**config.mk**
```make
export PLATFORM = sky130hd
export DESIGN_NAME = seq_pattern_tx
export DESIGN_NICKNAME = d
export VERILOG_FILES = /design/src/rtl/seq_tx_pkg.sv /design/src/rtl/seq_pattern_tx.sv
export SDC_FILE = /design/constraint.sdc
export NUM_CORES = 1
export LEC_CHECK = 0
export ABC_AREA = 1
export ABC_CLOCK_PERIOD_IN_PS = 1400
export BUFFER_PORTS_ARGS = -buffer_cell sky130_fd_sc_hd__buf_2
export CORE_ASPECT_RATIO = 1.2
export CORE_MARGIN = 3
export CORE_UTILIZATION = 33
export DETAILED_ROUTE_END_ITERATION = 8
export GPL_TIMING_DRIVEN = 0
export SLEW_MARGIN = 30
export SYNTH_ARGS = -nofsm -noshare
export SYNTH_HDL_FRONTEND = slang
export SYNTH_SLANG_ARGS = --single-unit
```
**constraint.sdc**
```tcl
create_clock -name clk -period 1.4 [get_ports clk]
set_clock_uncertainty 0.1 [all_clocks]
set_input_delay 0.14 -clock clk [delete_from_list [all_inputs] [get_ports clk]]
set_output_delay 0.14 -clock clk [all_outputs]
set_load 0.01 [all_outputs]
```
**src/rtl/seq_tx_pkg.sv**
```systemverilog
// Shared definitions for the serial pattern transmitter and the detector benches.
//   tx_state_t : transmitter FSM state, 2-bit encoding
//   PAT_110    : default pattern sent on the link
package seq_tx_pkg;

  typedef enum logic [1:0] {
    IDLE  = 2'd0,
    SHIFT = 2'd1,
    GAP   = 2'd2,
    DONE  = 2'd3
  } tx_state_t;

  localparam logic [2:0] PAT_110 = 3'b110;

endpackage

```
**src/rtl/seq_pattern_tx.sv**
```systemverilog
// Serial pattern transmitter. On an accepted start it captures a PAT_W-bit pattern and a
// repeat count, then shifts the pattern out MSB-first (rep_cnt+1) times, optionally separated
// by GAP_CYC idle cycles, and finishes with a one-cycle done pulse. Registered Moore outputs.
//   clk        : rising-edge clock
//   reset_n    : asynchronous active-low reset
//   start      : transmit request, sampled only in IDLE
//   pattern    : pattern to send, captured on accepted start
//   rep_cnt    : extra repetitions (total sends = rep_cnt+1), captured on accepted start
//   abort      : synchronous abort of a frame in progress
//   dout       : serial data
//   dout_valid : dout carries a pattern bit
//   busy       : high in any state other than IDLE
//   done       : one-cycle pulse after the last bit of the last repetition
module seq_pattern_tx
  import seq_tx_pkg::*;
#(
  parameter int unsigned PAT_W   = 3,
  parameter int unsigned GAP_CYC = 1,
  parameter int unsigned REP_W   = 4
) (
  input  logic             clk,
  input  logic             reset_n,
  input  logic             start,
  input  logic [PAT_W-1:0] pattern,
  input  logic [REP_W-1:0] rep_cnt,
  input  logic             abort,
  output logic             dout,
  output logic             dout_valid,
  output logic             busy,
  output logic             done
);

  localparam int unsigned BitW = (PAT_W > 1) ? $clog2(PAT_W) : 1;
  localparam int unsigned GapW = (GAP_CYC > 0) ? $clog2(GAP_CYC + 1) : 1;

  localparam logic [BitW-1:0]  BitLast = BitW'(PAT_W - 1);
  localparam logic [BitW-1:0]  BitOne  = BitW'(1);
  localparam logic [GapW-1:0]  GapLoad = GapW'((GAP_CYC > 0) ? GAP_CYC - 1 : 0);
  localparam logic [GapW-1:0]  GapOne  = GapW'(1);
  localparam logic [REP_W-1:0] RepOne  = REP_W'(1);

  tx_state_t        state_q, state_d;
  logic [PAT_W-1:0] shreg_q, shreg_d;
  logic [PAT_W-1:0] pat_q, pat_d;
  logic [BitW-1:0]  bit_cnt_q, bit_cnt_d;
  logic [REP_W-1:0] reps_q, reps_d;
  logic [GapW-1:0]  gap_cnt_q, gap_cnt_d;

  always_comb begin
    state_d   = state_q;
    shreg_d   = shreg_q;
    pat_d     = pat_q;
    bit_cnt_d = bit_cnt_q;
    reps_d    = reps_q;
    gap_cnt_d = gap_cnt_q;

    if (abort && (state_q != IDLE)) begin
      state_d = IDLE;
    end else begin
      case (state_q)
        IDLE: begin
          if (start) begin
            state_d   = SHIFT;
            shreg_d   = pattern;
            pat_d     = pattern;
            bit_cnt_d = BitLast;
            reps_d    = rep_cnt;
          end
        end
        SHIFT: begin
          if (bit_cnt_q == '0) begin
            if (reps_q != '0) begin
              if (GAP_CYC > 0) begin
                state_d   = GAP;
                gap_cnt_d = GapLoad;
              end else begin
                // Back-to-back: reload from the captured copy without leaving SHIFT.
                shreg_d   = pat_q;
                reps_d    = reps_q - RepOne;
                bit_cnt_d = BitLast;
              end
            end else begin
              state_d = DONE;
            end
          end else begin
            shreg_d   = shreg_q << 1;
            bit_cnt_d = bit_cnt_q - BitOne;
          end
        end
        GAP: begin
          if (gap_cnt_q == '0) begin
            state_d   = SHIFT;
            shreg_d   = pat_q;
            reps_d    = reps_q - RepOne;
            bit_cnt_d = BitLast;
          end else begin
            gap_cnt_d = gap_cnt_q - GapOne;
          end
        end
        DONE: begin
          state_d = IDLE;
        end
        default: begin
          state_d = IDLE;
        end
      endcase
    end
  end

  // State and outputs; outputs are decoded from next-state registers so they stay Moore.
  always_ff @(posedge clk or negedge reset_n) begin
    if (!reset_n) begin
      state_q    <= IDLE;
      dout       <= 1'b0;
      dout_valid <= 1'b0;
      busy       <= 1'b0;
      done       <= 1'b0;
    end else begin
      state_q    <= state_d;
      dout       <= (state_d == SHIFT) & shreg_d[PAT_W-1];
      dout_valid <= (state_d == SHIFT);
      busy       <= (state_d != IDLE);
      done       <= (state_d == DONE);
    end
  end

  // Datapath: shift register, captured pattern copy and counters.
  always_ff @(posedge clk or negedge reset_n) begin
    if (!reset_n) begin
      shreg_q   <= '0;
      pat_q     <= '0;
      bit_cnt_q <= '0;
      reps_q    <= '0;
      gap_cnt_q <= '0;
    end else begin
      shreg_q   <= shreg_d;
      pat_q     <= pat_d;
      bit_cnt_q <= bit_cnt_d;
      reps_q    <= reps_d;
      gap_cnt_q <= gap_cnt_d;
    end
  end

endmodule
```
==> metrics.md <==
| Metric | Value |
|---|---|
| Fillers | `282` |
| H-tree lvl count | `1` |
| Width of the die | `55.5 um` |
| Die area | `3630 sq um` |
| Total gr overflow | `0` |
| Synthesized net count | `132` |
| CTS max path bufs | `2` |
| Fraction of layout cells with a size suffix above 1 | `27.5%` |
| Hold crit path type | `in2reg` |
| Slew Viols, Final | `0` |
| Status | `finished clean` |
| CTS root buffer | `clkbuf_4` |
| Synth Cell Area | `970 sq um` |
| Post-route ant nets | `0` |
| DR iter-0 viols | `23` |
| GRT Resource Usage Total | `10.4%` |
| Antenna violations before repair | `0` |
| Arrival time worst endpoint | `1430 ps` |
| Yosys reg bits | `17` |
| Max-cap violations | `0` |
| Tmin final | `1300 ps` |
| Crit end category | `register` |
| Drt wl/cell | `9.99 um` |
| Placed instance area | `1080 sq um` |
| Final hold slack | `15.8 ps` |
| Cell count after synthesis | `118` |
| Multi-input logic area | `458 sq um` |
| Nets | `153` |
| CTS sink cnt | `17` |
| I/O pins | `15` |
| Core footprint | `2680 sq um` |
| Register Area | `425 sq um` |
| Vias/cell | `4.35` |
| PostCTS Resize Cnt | `0` |
| Maximum VDD drop | `793 uV` |
| Ant. Diodes | `0` |
| Fin Setup TNS | `0 ps` |
| Avg Inst Size Synth | `8.22 sq um` |
| First-pass GRT wire length | `2990 um` |
| Pre-Repair DR Iteration Count | `4` |
| Synth cell types | `21` |
| Final Worst Setup Slack | `101 ps` |
| Crit Path Category | `reg2reg` |
| Routability cong. | `0.745` |
| Area Overhead vs Synth | `16.4%` |
| Initial core utilization | `36.2%` |
| CTS tree | `built` |
| Total CTS buffers | `3` |
| Cell Pwr Density | `2050 nW/um^2` |
| Largest net degree at the start of global routing | `18` |
| P_leak | `0.642 nW` |
| FP Rows | `20` |
| Via count | `744` |
| Crit Path Max Fanout | `5` |
| Die Ht | `65.4 um` |
| Final critical-path share of the clock period | `92.8%` |
| DRT Wirelength | `1710 um` |
| # port buffers | `14` |
| Number of global-route vias before repair | `701` |
| Ys Warns | `0` |
| # DRC | `0` |
| Clock-pin slew on the worst setup and hold paths | `100 ps` |
| Design Area, Final | `1130 sq um` |
| DP HPWL | `1360 um` |
| RSZ-0062 raised after global routing | `false` |
| Register area share after synthesis | `43.9%` |
| Fmax | `0.770 GHz` |
| Max_slew headroom | `74.8%` |
| Pwr Total | `2.31 mW` |
| Setup violators final | `0` |
| Critical path startpoint category | `register` |
| Critical path required time | `1530 ps` |
| DP Worst Slack | `101 ps` |
| Worst Tran Pin Value | `378 ps` |
| Clk_lat worst skew | `290 ps` |
| Final hold violation count | `0` |
-- stage by stage --
stage | util [%] | std cells
6_report | 42.1 | 171
5_1_grt | 42.1 | 171
4_1_cts | 42.1 | 171
3_5_place_dp | 40.4 | 165
3_3_place_gp | 40.4 | 165
2_1_floorplan | - | 118
-- state kept, by name, indices dropped and copies added, names as in the netlist --
| name | flops |
|---|---|
| busy | 1 |
| done | 1 |
| pat_q | 3 |
| reps_q | 4 |
| shreg_q | 2 |
| dout_valid | 1 |
| bit_cnt_q | 2 |
| state_q | 2 |
| dout | 1 |
-- layout make-up --
type | instances | share of cell area [%]
inverter | 18 | 6.65
tap | 33 | 3.66
multi-input combinational | 82 | 40.6
timing repair buffer | 16 | 7.98
clock buffer | 3 | 2.00
clock inverter | 1 | 0.443
buffer | 1 | 0.998
sequential | 17 | 37.7
-- final timing paths --
check | end | slack [ps] | cells past startpoint | startpoint
max reg2reg | bit_cnt_q[1] | 100 | 7 | bit_cnt_q[0]
max | bit_cnt_q[1] | 100 | 7 | bit_cnt_q[0]
min in group asynchronous | reps_q[2] | 200 | 2 | reset_n
min reg2reg | pat_q[0] | 380 | 2 | pat_q[0]
max in group asynchronous | dout_valid | 730 | 2 | reset_n
min | pat_q[1] | 20 | 3 | pattern[1]
-- placed cells by master, fill, tap and decap left out --
| cell type | count |
|---|---|
| clkinv_4 | 1 |
| nor2_1 | 7 |
| nand3_4 | 1 |
| inv_2 | 3 |
| nor2_8 | 1 |
| xnor2_1 | 1 |
| inv_1 | 13 |
| dlygate4sd3_1 | 2 |
| nor3_1 | 1 |
| nand2_1 | 42 |
| nor2_4 | 2 |
| clkbuf_4 | 3 |
| nand3_1 | 9 |
| buf_2 | 14 |
| nand2_4 | 6 |
| nand2_2 | 3 |
| o21ai_1 | 2 |
| nor2_2 | 1 |
| dfrtp_1 | 17 |
| o21ai_0 | 2 |
| ha_1 | 3 |
| clkinv_2 | 1 |
| a21oi_1 | 1 |
| inv_4 | 1 |
| buf_6 | 1 |
-- worst max-delay path: stages, from the launching register on --
cell and delay [ps]:
dfrtp_1 380, inv_1 50, ha_1 260, nand2_4 120
clkinv_4 60, nor2_4 150, nand2_1 60, nand2_1 50
-- synthesized netlist by cell type (all sizes together) --
cell type / number / area, sq um
clkinv: 1 / 8.76
a21oi: 1 / 5.00
nor2: 11 / 75.1
dfrtp: 17 / 425
buf: 1 / 11.3
xnor2: 1 / 8.76
o21ai: 4 / 20.0
nand2: 51 / 244
nor3: 1 / 5.00
inv: 17 / 66.3
ha: 3 / 37.5
nand3: 10 / 62.6
-- routing by layer --
layer	routed length, um	track usage (%)	part of all wire (%)
met1	841	13.4	49
met2	797	17.2	47
met3	69	2.16	4.0
met4	0	3.65	0
met5	0	0	0
-- cells by family after synthesis --
kind of cell / count (synthesis) / share of synthesized area, %
compound gates: 5 / 2.58
xor+xnor: 1 / 0.903
fa+ha+maj: 3 / 3.87
buf+inv: 19 / 8.90
flops: 17 / 43.9
simple gates: 73 / 39.9
-- where the power goes --
part | internal, mW | leakage [nW] | total [mW] | switching, mW
Sequential | 0.708 | 0.213 | 0.851 | 0.143
Combinational | 0.454 | 0.412 | 1.20 | 0.747
Clock | 0.106 | 0.0177 | 0.259 | 0.153
-- timing repair --
| action | in CTS | in global routing |
|---|---|---|
| setup endpoints to repair | 0 | 1 |
| buffers inserted | 0 | 0 |
| hold buffers | 2 | 0 |
| endpoints found under the hold margin | 18 | 0 |
(Power assumes the default switching activity.)
